[config.mk]
export PLATFORM = sky130hd
export DESIGN_NAME = spi_frame_slave
export DESIGN_NICKNAME = d
export VERILOG_FILES = /design/src/rtl/spi_pkg.sv /design/src/rtl/spi_sync_edge.sv /design/src/rtl/spi_frame_slave.sv
export SDC_FILE = /design/constraint.sdc
export NUM_CORES = 1
export LEC_CHECK = 0
export CORE_UTILIZATION = 25
export DETAILED_ROUTE_END_ITERATION = 8
export HOLD_SLACK_MARGIN = 0.03
export MAX_ROUTING_LAYER = met4
export PLACE_DENSITY = 0.41
export SYNTH_ARGS = -nofsm -noshare
export SYNTH_HDL_FRONTEND = slang
export SYNTH_SLANG_ARGS = --single-unit
export TNS_END_PERCENT = 100
[constraint.sdc]
create_clock -name clk -period 2.8 [get_ports clk]
set_clock_uncertainty 0.05 [all_clocks]
set_input_delay 0.56 -clock clk [delete_from_list [all_inputs] [get_ports clk]]
set_output_delay 0.56 -clock clk [all_outputs]
set_load 0.05 [all_outputs]
[src/rtl/spi_pkg.sv]
// Shared SPI definitions used by both the slave frame logic and the master-side logic.
package spi_pkg;

  localparam int DEF_DATA_WIDTH  = 16;
  localparam int DEF_SYNC_STAGES = 2;

  typedef enum logic [1:0] {
    ST_IDLE  = 2'd0,
    ST_LOAD  = 2'd1,
    ST_SHIFT = 2'd2
  } spi_state_e;

  function automatic int spi_cnt_width(input int data_width);
    return $clog2(data_width + 1);
  endfunction

endpackage

[src/rtl/spi_sync_edge.sv]
// Multi-flop synchroniser for one asynchronous SPI line, with registered rise/fall detection.
module spi_sync_edge #(
  parameter int   STAGES  = 2,
  parameter logic RST_VAL = 1'b0
) (
  input  logic clk,
  input  logic reset,
  input  logic d_i,
  output logic q_o,
  output logic rise_o,
  output logic fall_o
);

  logic [STAGES-1:0] sync_q;
  logic              prev_q;
  logic [STAGES:0]   vld_q;

  always_ff @(posedge clk or posedge reset) begin
    if (reset) begin
      sync_q <= {STAGES{RST_VAL}};
      prev_q <= RST_VAL;
      vld_q  <= '0;
    end else begin
      sync_q <= {sync_q[STAGES-2:0], d_i};
      prev_q <= sync_q[STAGES-1];
      vld_q  <= {vld_q[STAGES-1:0], 1'b1};
    end
  end

  assign q_o = sync_q[STAGES-1];

  // Edges are masked until the chain has flushed its reset value, so a line
  // already away from its reset level at release does not look like an edge.
  assign rise_o = vld_q[STAGES] &  q_o & ~prev_q;
  assign fall_o = vld_q[STAGES] & ~q_o &  prev_q;

endmodule

[src/rtl/spi_frame_slave.sv]
// SPI mode-0 slave: synchronised sampling in the clk domain, multi-word frames, tx holding register.
module spi_frame_slave
  import spi_pkg::*;
#(
  parameter int DATA_WIDTH  = DEF_DATA_WIDTH,
  parameter int SYNC_STAGES = DEF_SYNC_STAGES
) (
  input  logic                  clk,
  input  logic                  reset,
  input  logic                  sclk,
  input  logic                  ss_n,
  input  logic                  mosi,
  output logic                  miso,
  output logic                  miso_oe,
  input  logic [DATA_WIDTH-1:0] tx_data,
  input  logic                  tx_valid,
  output logic                  tx_ready,
  output logic [DATA_WIDTH-1:0] rx_data,
  output logic                  rx_valid,
  output logic                  tx_underrun,
  output logic                  frame_abort
);

  localparam int                CNT_W    = spi_cnt_width(DATA_WIDTH);
  localparam logic [CNT_W-1:0]  CNT_LAST = CNT_W'(DATA_WIDTH - 1);

  logic sclk_lvl_unused, sclk_rise, sclk_fall;
  logic ss_s, ss_rise, ss_fall;
  logic [SYNC_STAGES-1:0] mosi_sync_q;
  logic mosi_s;

  spi_sync_edge #(.STAGES(SYNC_STAGES), .RST_VAL(1'b0)) u_sclk_sync (
    .clk    (clk),
    .reset  (reset),
    .d_i    (sclk),
    .q_o    (sclk_lvl_unused),
    .rise_o (sclk_rise),
    .fall_o (sclk_fall)
  );

  spi_sync_edge #(.STAGES(SYNC_STAGES), .RST_VAL(1'b1)) u_ss_sync (
    .clk    (clk),
    .reset  (reset),
    .d_i    (ss_n),
    .q_o    (ss_s),
    .rise_o (ss_rise),
    .fall_o (ss_fall)
  );

  always_ff @(posedge clk or posedge reset) begin
    if (reset) mosi_sync_q <= '0;
    else       mosi_sync_q <= {mosi_sync_q[SYNC_STAGES-2:0], mosi};
  end
  assign mosi_s = mosi_sync_q[SYNC_STAGES-1];

  spi_state_e state_q, state_d;
  logic       load_evt, shift_en;

  always_ff @(posedge clk or posedge reset) begin
    if (reset) state_q <= ST_IDLE;
    else       state_q <= state_d;
  end

  always_comb begin
    state_d = state_q;
    case (state_q)
      ST_IDLE:  if (ss_fall) state_d = ST_LOAD;
      ST_LOAD:  state_d = ss_rise ? ST_IDLE : ST_SHIFT;
      ST_SHIFT: if (ss_rise) state_d = ST_IDLE;
      default:  state_d = ST_IDLE;
    endcase
  end

  always_comb begin
    load_evt = 1'b0;
    shift_en = 1'b0;
    case (state_q)
      ST_LOAD:  load_evt = 1'b1;
      ST_SHIFT: shift_en = ~ss_rise;
      default:  ;
    endcase
  end

  logic [CNT_W-1:0]      cnt_q, cnt_d;
  logic [DATA_WIDTH-1:0] rx_sr_q, rx_sr_d;
  logic [DATA_WIDTH-1:0] tx_sr_q, tx_sr_d;
  logic [DATA_WIDTH-1:0] hold_q, hold_d;
  logic                  hold_full_q, hold_full_d;
  logic [DATA_WIDTH-1:0] rx_data_q, rx_data_d;
  logic                  rx_valid_q, rx_valid_d;
  logic                  underrun_q, underrun_d;
  logic                  abort_q, abort_d;
  logic                  pend_q, pend_d;
  logic                  reload;

  always_comb begin
    cnt_d       = cnt_q;
    rx_sr_d     = rx_sr_q;
    tx_sr_d     = tx_sr_q;
    hold_d      = hold_q;
    hold_full_d = hold_full_q;
    rx_data_d   = rx_data_q;
    rx_valid_d  = 1'b0;
    underrun_d  = 1'b0;
    abort_d     = 1'b0;
    pend_d      = pend_q;

    // pend_q marks a completed word: its next sclk fall starts the next word.
    reload = load_evt | (shift_en & sclk_fall & pend_q);

    if (reload) begin
      tx_sr_d     = hold_full_q ? hold_q : '0;
      underrun_d  = ~hold_full_q;
      hold_full_d = 1'b0;
      pend_d      = 1'b0;
    end else if (shift_en & sclk_fall) begin
      tx_sr_d = {tx_sr_q[DATA_WIDTH-2:0], 1'b0};
    end

    if (shift_en & sclk_rise) begin
      rx_sr_d = {rx_sr_q[DATA_WIDTH-2:0], mosi_s};
      if (cnt_q == CNT_LAST) begin
        cnt_d      = '0;
        rx_data_d  = rx_sr_d;
        rx_valid_d = 1'b1;
        pend_d     = 1'b1;
      end else begin
        cnt_d = cnt_q + 1'b1;
      end
    end

    if ((state_q == ST_SHIFT) && ss_rise) begin
      cnt_d   = '0;
      pend_d  = 1'b0;
      abort_d = (cnt_q != '0);
    end

    // A new word accepted in the same cycle as a reload survives it.
    if (tx_valid && !hold_full_q) begin
      hold_d      = tx_data;
      hold_full_d = 1'b1;
    end
  end

  always_ff @(posedge clk or posedge reset) begin
    if (reset) begin
      cnt_q       <= '0;
      rx_sr_q     <= '0;
      tx_sr_q     <= '0;
      hold_q      <= '0;
      hold_full_q <= 1'b0;
      rx_data_q   <= '0;
      rx_valid_q  <= 1'b0;
      underrun_q  <= 1'b0;
      abort_q     <= 1'b0;
      pend_q      <= 1'b0;
    end else begin
      cnt_q       <= cnt_d;
      rx_sr_q     <= rx_sr_d;
      tx_sr_q     <= tx_sr_d;
      hold_q      <= hold_d;
      hold_full_q <= hold_full_d;
      rx_data_q   <= rx_data_d;
      rx_valid_q  <= rx_valid_d;
      underrun_q  <= underrun_d;
      abort_q     <= abort_d;
      pend_q      <= pend_d;
    end
  end

  assign miso        = tx_sr_q[DATA_WIDTH-1];
  assign miso_oe     = ~ss_s;
  assign tx_ready    = ~hold_full_q;
  assign rx_data     = rx_data_q;
  assign rx_valid    = rx_valid_q;
  assign tx_underrun = underrun_q;
  assign frame_abort = abort_q;

endmodule

# --- After elaboration in Yosys (flattened, before gate mapping) ---
# Cells that the tools add are included.
word_totals:
  elab_cells: 74
  regBits: 89
  out_inout_bits: 22
  input_bits: 22
classes:
  addsub: 1
  mux: 22
  bitwise: 18
  eq_ne: 5
  reduce_logical: 10
ops:
  columns: ["cell", "count"]
  rows:
  - ["16-bit 2-to-1 mux", 3]
  - ["5-bit 2-to-1 mux", 3]
  - ["1-bit 2-to-1 mux", 12]
  - ["1-bit AND", 11]
  - ["2-bit 2-to-1 mux", 3]
  - ["1-bit NOT", 6]
  - ["2-bit one-hot mux with 3 select lines", 1]
  - ["2-bit nonzero test", 3]
  - ["5-bit by 1-bit adder with 5-bit output, second input constant", 1]
  - ["5-bit by 4-bit equality test with 1-bit output, second input constant", 1]
  - ["5-bit nonzero test", 1]
  - ["2-bit inequality test, second input constant", 2]
  - ["2-bit AND reduction", 2]
  - ["2-bit by 1-bit equality test with 1-bit output, second input constant", 1]
  - ["2-bit equality test, second input constant", 1]
  - ["1-bit logical AND", 2]
  - ["2-bit logical NOT", 1]
  - ["1-bit logical NOT", 1]
  - ["1-bit bitwise OR", 1]

# --- Depth between registers and ports, before layout ---
logic_depth:
  depth_word: 11
  mapped_depth: 7
  depth_no_buf: 5

# --- By module ---
# A second synthesis with hierarchy kept.
unflattened:
  hier_cells: 270
  hier_area_um2: 3611.0
modules_own_cells:
  columns: ["module", "instances", "cells_each", "area_per_inst_um2", "seq_area_each_um2"]
  rows:
  - ["spi_frame_slave", 1, 250, 3256.9, 1926.8]
  - ["spi_sync_edge at u_ss_sync", 1, 10, 178.9, 153.9]
  - ["spi_sync_edge at u_sclk_sync", 1, 10, 175.2, 150.1]

# --- Least setup slack after synthesis ---
# OpenSTA, ideal clock, no wires.
synth_timing:
  kind: "reg-to-reg"
  startpoint: "register u_ss_sync.prev_q"
  endpoint: "register rx_data_q[0] (netlist: rx_data[0])"
  setup_ns: 0.127
  path_slack_ns: 0.982
  required_time_ns: 2.623
  arrival_time_ns: 1.641
  synth_period_minus_slack_ns: 1.818
  stages_incl_launch_ff: 7
  path_buffers: 2
  cell_sequence: "dfstp_2 -> nor2b_4 -> nor4_4 -> and2_1 -> buf_4 -> buf_6 -> mux2_1"
synth_between:
  elab_chain_len: 6
synth_rtl:
  columns: ["item", "line_no", "source"]
  rows:
  - ["start: declaration", "spi_sync_edge.sv:15", "logic prev_q;"]
  - ["start signal: assignment", "spi_sync_edge.sv:25", "prev_q <= sync_q[STAGES-1];"]
  - ["1-bit NOT", "spi_sync_edge.sv:34", "assign rise_o = vld_q[STAGES] & q_o & ~prev_q;"]
  - ["1-bit AND", "spi_sync_edge.sv:34", null]
  - ["1-bit NOT", "spi_frame_slave.sv:79", "ST_SHIFT: shift_en = ~ss_rise;"]
  - ["1-bit 2-to-1 mux", "spi_frame_slave.sv:77", "case (state_q)"]
  - ["1-bit AND", "spi_frame_slave.sv:120", "if (shift_en & sclk_rise) begin"]
  - ["2-bit AND reduction (no line)", null, null]
  - ["end signal: assignment", "spi_frame_slave.sv:163", "rx_data_q <= rx_data_d;"]
  - ["end: declaration", "spi_frame_slave.sv:89", "logic [DATA_WIDTH-1:0] rx_data_q, rx_data_d;"]
# No other way between the ends.
# A chain may end at the register's enable or synchronous reset.

# --- Final worst setup path ---
layout_timing:
  startpoint: "register u_ss_sync.sync_q[1]"
  endpoint: "output miso_oe"
layout_between:
  elab_chain_len: 1
layout_rtl:
  columns: ["item", "line_no", "source"]
  rows:
  - ["start: declaration", "spi_sync_edge.sv:14", "logic [STAGES-1:0] sync_q;"]
  - ["start signal: assignment", "spi_sync_edge.sv:20", "sync_q <= {STAGES{RST_VAL}};"]
  - ["start signal: assignment", "spi_sync_edge.sv:24", "sync_q <= {sync_q[STAGES-2:0], d_i};"]
  - ["1-bit NOT", "spi_frame_slave.sv:172", "assign miso_oe = ~ss_s;"]
  - ["end: declaration", "spi_frame_slave.sv:14", "output logic miso_oe,"]
# No other way between the ends.

==> results.sh <==
export IMPL_max_freq_mhz=449
export IMPL_clock_latency_ns=0.33
export IMPL_remaining_drc_errors=0
export IMPL_power_density_nw_per_um2=730
export IMPL_numCtsBuffers=9
export IMPL_dieArea_um2=14000
export IMPL_finalSetupViolCount=0
export IMPL_route_vias_total=2069
export IMPL_multi_input_area_um2=1140
export IMPL_syn_inst=261
export IMPL_synth_fp_nets=285
export IMPL_grt_start_max_net_pins=53
export IMPL_finalWeightedCongestion=0.669
export IMPL_path_class="register to output port"
export IMPL_postLayoutCellArea_um2=4330
export IMPL_chipHeight_um=118
export IMPL_htree_num_levels=3
export IMPL_tritoncts="yes"
export IMPL_postCtsSetupBuffers=0
export IMPL_synth_top_area_cell="dfrtp_1"
export IMPL_hold_worst_slack_ns=0.300
export IMPL_vdd_drop_max_mv=0.215
export IMPL_clk_pin_slew_ns=0.06
export IMPL_fillerInstances=1386
export IMPL_n_antenna_cell=0
export IMPL_vias_per_cell=4.23
export IMPL_async_reset_ff_frac=1.00
export IMPL_cp_slowest_cell="clkdlybuf4s50_1"
export IMPL_dp_slack_ns=0.839
export IMPL_holdBufCountCts=0
export IMPL_slew_headroom=0.575
export IMPL_layout_setup_ws_ns=0.571
export IMPL_grt_pass1_wl_um=10900
export IMPL_rsz0062_at_grt="no"
export IMPL_synthXorXnorAreaFrac=0.00258
export IMPL_io_pins=44
export IMPL_cts_sinks=86
export IMPL_syn2layout_area_growth_pct=27.8
export IMPL_wl_um=6240
export IMPL_dpl_cell_area_um2=4050
export IMPL_drtPass1Iterations=5
export IMPL_std_cell_rows=42
export IMPL_synth_compound_area_frac=0.0517
export IMPL_grt_pass1_vias=2155
export IMPL_synth_cell_area_um2=3390
export IMPL_setup_tns_ns=0
export IMPL_maxCapViolCount=0
export IMPL_synth_top_family_by_area="multiplexers"
export IMPL_critPathRequiredTime_ns=2.19
export IMPL_antenna_found_initial=0
export IMPL_chipWidth_um=118
export IMPL_critPathArrivalTime_ns=1.62
export IMPL_track_usage=0.102
export IMPL_yosys_top_cells_area="dfrtp_1 61%, mux2_2 13%, a31oi_1 3.0%"
export IMPL_reg2reg_depth=5
export IMPL_post_dp_hpwl_um=4070
export IMPL_worst_pin_slew_ns=0.636
export IMPL_seqCellArea_um2=2160
export IMPL_place_inst=474
export IMPL_post_cts_resize_count=0
export IMPL_period_share=0.796
export IMPL_finalHoldViolCount=0
export IMPL_layout_nets=333
export IMPL_fin_crit_ns=2.23
export IMPL_post_route_cells_drive_above_1_share=0.220
export IMPL_p_leak_nw=1.92
export IMPL_synthSimpleGateAreaFrac=0.116
export IMPL_post_route_util=0.327
export IMPL_crit_fanout=3
export IMPL_status="finished, final reports clean"
export IMPL_yosysTopAreaCellShare=0.613
export IMPL_ys_seq_area_frac=0.636
export IMPL_stdcell_count=489
export IMPL_critical_path_max_stage_delay_ns=0.69
export IMPL_start_util=0.256
export IMPL_power_mw=3.16
export IMPL_cts_buffer_depth=2
export IMPL_start_kind="register"
export IMPL_endpoint_kind="output port"
export IMPL_muxShareOfSynthArea=0.156
export IMPL_synth_fa_ha_area_frac=0.00739
export IMPL_postRouteAntennaNets=0
export IMPL_ys_warn_count=0
export IMPL_ys_ff_latch=86
export IMPL_min_path_cells=0
export IMPL_crit_path_cell_trace="inv_1 -> clkdlybuf4s50_1"
export IMPL_synthFlopType="dfrtp_1"
export IMPL_synth_avg_cell_area_um2=13.0
export IMPL_core_area_um2=13200
export IMPL_hold_class="register to register"
export IMPL_cts_root_buffer="clkbuf_16"
export IMPL_report_final_slew_viol_count=0
export IMPL_avgRoutedWirePerCell_um=12.8
export IMPL_numPortBuffers=43
export IMPL_synthDistinctLibCells=38
export IMPL_grt_ovfl_total=0
export IMPL_synth_edff_count=0
export IMPL_dr_first_iter_drc_count=71
-- Yosys cell counts (2+ instances only) --
library cell	number
buf_2	6
inv_1	7
and2_1	2
a31oi_1	16
dfrtp_1	83
nand2_1	21
nand2b_1	2
and3_1	3
o21a_1	2
nor2_1	21
clkbuf_1	6
nand3_1	17
mux2_1	8
nor2b_1	2
ha_1	2
mux2_2	39
dfstp_2	3
-- critical path: cells and delay by family (launching register included) --
family / cells / cell delay [ns]
buffers and inverters: 2 / 0.75
flip-flops: 1 / 0.54
-- logic make-up after synthesis --
family / count (synthesis)
XOR/XNOR: 1
adder cells (fa/ha/maj): 2
other: 1
multiplexers: 47
buffers and inverters: 21
AO/OA/AOI/OAI: 26
flip-flops: 86
AND/OR/NAND/NOR: 77
-- power by group --
group | total, mW | switching [mW] | internal [mW]
registers | 1.60 | 0.132 | 1.47
clock network | 1.10 | 0.462 | 0.643
logic | 0.457 | 0.223 | 0.233
-- per-layer routing --
| metal | global-route usage | up-vias | share of wire |
|---|---|---|---|
| met1 | 0.127 | 1025 | 0.48 |
| met5 | - | - | 0 |
| met3 | 0.0280 | 7 | 0.036 |
| li1 | - | 1000 | - |
| met2 | 0.154 | 37 | 0.46 |
| met4 | 0.0475 | 0 | 0.018 |
-- final timing paths --
check / start / endpoint / slack (ns)
worst max-delay path: u_ss_sync.sync_q[1] / miso_oe / 0.57
worst min-delay path: u_sclk_sync.sync_q[0] / u_sclk_sync.sync_q[1] / 0.30
worst max register to register: u_ss_sync.prev_q / rx_data[14] / 0.93
worst min register to register: u_sclk_sync.sync_q[0] / u_sclk_sync.sync_q[1] / 0.30
max in group asynchronous: reset / u_ss_sync.prev_q / 1.48
min in group asynchronous: reset / mosi_sync_q[0] / 0.55
-- final cells by class --
type,count,share of cell area
tap,176,0.0509
timing repair buffer,51,0.116
clock inverter,3,0.00462
sequential,86,0.498
clock buffer,12,0.0592
inverter,7,0.00694
multi-input combinational,154,0.264
-- cell usage in the layout, fill, tap and decap left out, types with 2 or more instances in the layout --
| cell type | n |
|---|---|
| a31oi_1 | 16 |
| and2_1 | 2 |
| and3_1 | 3 |
| buf_4 | 7 |
| clkbuf_16 | 9 |
| clkbuf_8 | 2 |
| clkdlybuf4s50_1 | 43 |
| clkinvlp_4 | 3 |
| dfrtp_1 | 83 |
| dfstp_2 | 3 |
| ha_1 | 2 |
| inv_1 | 6 |
| mux2_1 | 8 |
| mux2_2 | 39 |
| nand2_1 | 21 |
| nand2b_1 | 2 |
| nand3_1 | 17 |
| nor2_1 | 21 |
| nor2b_1 | 2 |
| o21a_1 | 2 |
-- flip-flops by register name, indices dropped and copies added, names as in the netlist, 2 cells and up --
signal / count
hold_q: 16
u_ss_sync.sync_q: 2
u_sclk_sync.sync_q: 2
mosi_sync_q: 2
rx_sr_q: 15
tx_sr_q: 16
rx_data: 16
u_ss_sync.vld_q: 2
state_q: 2
cnt_q: 5
Note: power is estimated with default switching activity, not from simulation.
